$ cat config.mk
export PLATFORM = sky130hd
export DESIGN_NAME = inverse_result_stream
export DESIGN_NICKNAME = d
export VERILOG_FILES = /design/src/rtl/inverse_pkg.sv /design/src/rtl/inverse_result_stream_result_buf.sv /design/src/rtl/inverse_result_stream.sv
export SDC_FILE = /design/constraint.sdc
export NUM_CORES = 1
export LEC_CHECK = 0
export CELL_PAD_IN_SITES_DETAIL_PLACEMENT = 1
export CELL_PAD_IN_SITES_GLOBAL_PLACEMENT = 1
export CORE_UTILIZATION = 37
export CTS_CLUSTER_SIZE = 10
export DETAILED_ROUTE_END_ITERATION = 6
export GPL_ROUTABILITY_DRIVEN = 0
export GPL_TIMING_DRIVEN = 0
export PLACE_DENSITY_LB_ADDON = 0.1
export SYNTH_ARGS = -nofsm -noshare
export SYNTH_HDL_FRONTEND = slang
export SYNTH_SLANG_ARGS = --single-unit
$ cat constraint.sdc
create_clock -name clk -period 28.9 [get_ports clk]
set_clock_uncertainty 0.2 [all_clocks]
set_input_delay 5.78 -clock clk [delete_from_list [all_inputs] [get_ports clk]]
set_output_delay 5.78 -clock clk [all_outputs]
set_load 0.005 [all_outputs]
$ cat src/rtl/inverse_pkg.sv
// Shared definitions for the inverse datapath result path.
//   stream_state_t : FSM states of the result reader
//   INV_WIDTH      : element width of the mult/div/sqrt units
//   INV_N          : default matrix dimension
package inverse_pkg;

  typedef enum logic [1:0] {
    IDLE    = 2'd0,
    CAPTURE = 2'd1,
    STREAM  = 2'd2
  } stream_state_t;

  localparam int INV_WIDTH = 27;
  localparam int INV_N     = 8;

endpackage

$ cat src/rtl/inverse_result_stream_result_buf.sv
// result_buf: N-row x N*WIDTH register file holding the captured inverse.
//   clk     : system clock
//   wr_en   : write a whole row this cycle
//   wr_row  : row address of the write
//   wr_data : row data, element c at bits [c*WIDTH +: WIDTH]
//   rd_idx  : row-major element index (row = idx/N, col = idx%N)
//   rd_data : selected element, combinational from the stored rows
// Contents are not reset; they are always fully rewritten before being read.
module result_buf
  import inverse_pkg::*;
#(
  parameter int N     = INV_N,
  parameter int WIDTH = INV_WIDTH,
  parameter int RW    = $clog2(N),
  parameter int EW    = $clog2(N*N)
) (
  input  logic               clk,
  input  logic               wr_en,
  input  logic [RW-1:0]      wr_row,
  input  logic [N*WIDTH-1:0] wr_data,
  input  logic [EW-1:0]      rd_idx,
  output logic [WIDTH-1:0]   rd_data
);

  logic [N*WIDTH-1:0] rows [N];
  logic [WIDTH-1:0]   rd_elems [N];
  logic [RW-1:0]      rd_row;
  logic [RW-1:0]      rd_col;

  always_ff @(posedge clk) begin
    if (wr_en) begin
      rows[wr_row] <= wr_data;
    end
  end

  // rd_idx < N*N, so both quotient and remainder fit in RW bits.
  assign rd_row = RW'(rd_idx / EW'(N));
  assign rd_col = RW'(rd_idx % EW'(N));

  // Unpack the addressed row into elements, then pick the column.
  for (genvar gi = 0; gi < N; gi++) begin : g_col
    assign rd_elems[gi] = rows[rd_row][gi*WIDTH +: WIDTH];
  end

  assign rd_data = rd_elems[rd_col];

endmodule

$ cat src/rtl/inverse_result_stream.sv
// inverse_result_stream: captures an N x N inverse one row per handshake,
// then replays it row-major, one element per handshake, towards the host.
//   clk, rst   : clock / asynchronous active-high reset
//   en         : global stall; when low nothing handshakes and nothing moves
//   flush      : synchronous abort back to IDLE
//   cap_valid/cap_ready/cap_row : row input from the datapath
//   out_valid/out_ready/out_data/out_last : element stream to the host
//   done       : one-cycle pulse after the final element is accepted
module inverse_result_stream
  import inverse_pkg::*;
#(
  parameter int N     = INV_N,
  parameter int WIDTH = INV_WIDTH
) (
  input  logic               clk,
  input  logic               rst,
  input  logic               en,
  input  logic               flush,
  input  logic               cap_valid,
  output logic               cap_ready,
  input  logic [N*WIDTH-1:0] cap_row,
  output logic               out_valid,
  input  logic               out_ready,
  output logic [WIDTH-1:0]   out_data,
  output logic               out_last,
  output logic               done
);

  localparam int RW = $clog2(N);
  localparam int EW = $clog2(N*N);
  localparam logic [RW-1:0] ROW_LAST  = RW'(N-1);
  localparam logic [EW-1:0] ELEM_LAST = EW'(N*N-1);

  stream_state_t   state_reg, state_next;
  logic [RW-1:0]   row_cnt_reg, row_cnt_next;
  logic [EW-1:0]   elem_idx_reg, elem_idx_next;
  logic            done_reg, done_next;

  logic            cap_hs;
  logic            out_hs;
  logic            buf_we;
  logic [WIDTH-1:0] buf_rd;

  assign cap_hs = cap_valid && cap_ready;
  assign out_hs = out_valid && out_ready;
  // A row arriving in the same cycle as flush belongs to the aborted transfer.
  assign buf_we = cap_hs && !flush;

  result_buf #(
    .N     (N),
    .WIDTH (WIDTH),
    .RW    (RW),
    .EW    (EW)
  ) u_buf (
    .clk     (clk),
    .wr_en   (buf_we),
    .wr_row  (row_cnt_reg),
    .wr_data (cap_row),
    .rd_idx  (elem_idx_reg),
    .rd_data (buf_rd)
  );

  // State and counter registers.
  always_ff @(posedge clk or posedge rst) begin
    if (rst) begin
      state_reg    <= IDLE;
      row_cnt_reg  <= '0;
      elem_idx_reg <= '0;
      done_reg     <= 1'b0;
    end else begin
      state_reg    <= state_next;
      row_cnt_reg  <= row_cnt_next;
      elem_idx_reg <= elem_idx_next;
      done_reg     <= done_next;
    end
  end

  // Next-state logic. cap_hs/out_hs already include en, so a stalled cycle
  // simply holds everything; done is a pulse and always self-clears.
  always_comb begin
    state_next    = state_reg;
    row_cnt_next  = row_cnt_reg;
    elem_idx_next = elem_idx_reg;
    done_next     = 1'b0;
    if (flush) begin
      state_next    = IDLE;
      row_cnt_next  = '0;
      elem_idx_next = '0;
    end else begin
      unique case (state_reg)
        IDLE: begin
          if (cap_hs) begin
            row_cnt_next = RW'(1);
            state_next   = CAPTURE;
          end
        end
        CAPTURE: begin
          if (cap_hs) begin
            if (row_cnt_reg == ROW_LAST) begin
              row_cnt_next  = '0;
              elem_idx_next = '0;
              state_next    = STREAM;
            end else begin
              row_cnt_next = row_cnt_reg + RW'(1);
            end
          end
        end
        STREAM: begin
          if (out_hs) begin
            if (elem_idx_reg == ELEM_LAST) begin
              elem_idx_next = '0;
              state_next    = IDLE;
              done_next     = 1'b1;
            end else begin
              elem_idx_next = elem_idx_reg + EW'(1);
            end
          end
        end
        default: begin
          state_next = IDLE;
        end
      endcase
    end
  end

  // Outputs. The async reset forces state_reg to IDLE immediately, so
  // out_valid and out_data fall with rst; cap_ready also sees rst directly.
  always_comb begin
    cap_ready = en && !rst && (state_reg == IDLE || state_reg == CAPTURE);
    out_valid = en && (state_reg == STREAM);
    out_data  = (state_reg == STREAM) ? buf_rd : '0;
    out_last  = out_valid && (elem_idx_reg == ELEM_LAST);
    done      = done_reg;
  end

endmodule
==> results_dict.tcl <==
set metrics [dict create \
    outcome "complete, but fails checks" \
    violations "capacitance limit" \
    fin_nets 3709 \
    final_cell_mix "1,728 x edfxtp_1, 397 x mux4_2, 251 x clkdlybuf4s50_1, 199 x clkbuf_16, 116 x mux2i_1" \
    cts_tree "done" \
    path_cells "clkdlybuf4s50_1 > and2_1 > nor3b_1 > clkdlybuf4s50_1" \
    path_class "in2out" \
    crit_path_end_kind "output port" \
    fmax_mhz 73.31 \
    cts_hold_buf 0 \
    die_area_sq_um 180700 \
    avgViaCountPerCell 5.547 \
    drv_slew 0 \
    wire_per_inst_um 34.19 \
    syn_inst 2891 \
    slowest_stage "clkdlybuf4s50_1" \
    holdCritPathClass "reg2reg" \
    worst_pin_slew_ns 1.469 \
    min_path_cells 2 \
    grt_pass1_vias 34750 \
    grt_pass1_wl_um 279100 \
    grt_max_degree 23 \
    synth_area_leaders "edfxtp_1 78%, mux4_2 14%, mux2i_1 1.8%" \
    area_growth_pct 20.24 \
    avgSynthCellArea_sq_um 22.91 \
    cts_buffers 197 \
    drt_pass1_iterations 5 \
    clk_latency_ns 0.83 \
    hold_slack_ns 0.3932 \
    layout-drive-gt1-share 0.2520 \
    rsz0062_at_grt "no" \
    required_ns 22.92 \
    seqCellArea_sq_um 52190 \
    coreArea_sq_um 176900 \
    post_cts_buffers 0 \
    cp_data_arrival_time_ns 7.66 \
    pwr_density_cell_nw_per_um2 63.71 \
    die_y_um 425.1 \
    cts.clk_slew.worst_paths_ns 0.06 \
    largest_reg_flops 1728 \
    cts_root_buf "clkbuf_16" \
    antenna_found_initial 56 \
    maxCapViolCount 1 \
    wirelength_um 202000 \
    totalPowerFinal_mw 5.073 \
    cpMostUsedCell "clkdlybuf4s50_1" \
    ir_drop_mv 0.06131 \
    synth_top_area_frac 0.7835 \
    hold_violations 0 \
    drc 0 \
    h-tree-depth 4 \
    die_x_um 425.1 \
    p_leak_nw 23.98 \
    slew_headroom 0.01306 \
    synth.distinct_cells 43 \
    ys_seq_elements 1740 \
    fillCellCount 16000 \
    cp-start-kind "primary input" \
    stdcell_count 5908 \
    layout_commonest_cell "edfxtp_1" \
    io_buffers 251 \
    period_share 0.4720 \
    crit_path_max_incr_delay_ns 0.62 \
    cts_buffer_depth 3 \
    num_vias 32770 \
    initialDrtViolationCount 2843 \
    overflow 0 \
    start_util 0.3744 \
    synth_top_area_cell "edfxtp_1" \
    multi_input_area_sq_um 13210 \
    grt.total_usage 0.2249 \
    dpl.cell_count 5625 \
    period_minus_slack_ns 13.64 \
    dp_hpwl_um 141600 \
    finalSetupTns_ns 0 \
    yosys_warnings 0 \
    syn-num-nets 3116 \
    r2r_cells 11 \
    syn_area_sq_um 66220 \
    ios 253 \
    cp_max_fo 4 \
    fin_util 0.4502 \
    rows 154 \
    cts.sinks 1740 \
    setup_viol 0 \
    synth_seq_area_share 0.7881 \
    cts_resized 0 \
    ant_nets 0 \
]
==> metrics by stage <==
stage,setup WS [ns],instance area (sq um)
finish,15.26,79630
global route,15.06,79620
CTS,15.20,79600
detailed placement,15.23,74140
global placement,-14.19,71670
floorplan,6.570,66220
==> worst paths after layout <==
kind                         startpoint                end  slack, ns
setup / recovery                     en           out_last      15.26
hold / removal             state_reg[1]       state_reg[0]       0.39
setup reg to reg           state_reg[1]  u_buf.rows[1][68]      25.13
hold reg to reg            state_reg[1]       state_reg[0]       0.39
max in group asynchronous           rst    elem_idx_reg[5]      22.83
min in group asynchronous           rst     row_cnt_reg[1]       5.28
==> where the power goes <==
part	internal [mW]	switching (mW)	total, mW
sequential	2.79	0.00297	2.79
combinational	0.0397	0.0470	0.0867
clock	1.25	0.949	2.20
==> cells in the mapped netlist <==
cell,instances
o21ai_0,39
a21oi_1,30
o22ai_1,83
and3b_1,1
nor2b_1,8
or2_1,1
a22oi_1,26
and4bb_2,2
clkbuf_1,57
mux2i_1,116
inv_1,3
buf_2,52
nand3_1,8
a41oi_1,1
or2_2,4
a21boi_0,2
nand3b_1,2
nor2b_2,1
o41ai_1,2
o32a_1,4
o221ai_1,25
nor3b_1,3
nand2b_1,11
a31oi_1,2
clkbuf_2,1
buf_1,10
a211oi_1,31
and2_1,5
nand2_1,19
a21oi_2,1
buf_6,20
mux2_2,11
nor2_1,37
o211ai_1,24
mux4_2,397
ha_1,3
edfxtp_1,1728
o22a_1,23
a21o_1,2
dfrtp_1,12
buf_4,26
nor3_1,54
o31ai_1,4
==> logic make-up after synthesis <==
family | count (synthesis) | synth area share
compound gates | 299 | 0.03081
flops | 1740 | 0.7881
simple gates | 156 | 0.01181
fa+ha+maj | 3 | 0.0005669
mux | 524 | 0.1544
buf+inv | 169 | 0.01432
==> cell type report <==
type	count	share of cell area
tap	2340	0.03677
antenna	12	0.0003771
clock inverter	21	0.003630
sequential	1740	0.6554
multi-input combinational	982	0.1659
clock buffer	250	0.06494
timing repair buffer	394	0.06104
inverter	3	0.0001414
buffer	166	0.01178
==> per-layer routing <==
metal	global-route usage	up-vias	wire length [um]
li1	-	13600	-
met1	0.2989	17890	84890
met2	0.3818	944	102700
met3	0.03730	310	9575
met4	0.06223	30	4621
met5	0	-	203
==> worst max-delay path, delay by kind of cell <==
| family | cells | cell delay, ns |
|---|---|---|
| buffers and inverters | 2 | 1.21 |
| and+or+nand+nor | 2 | 0.68 |
No activity file was read; power rests on OpenSTA's default activity.
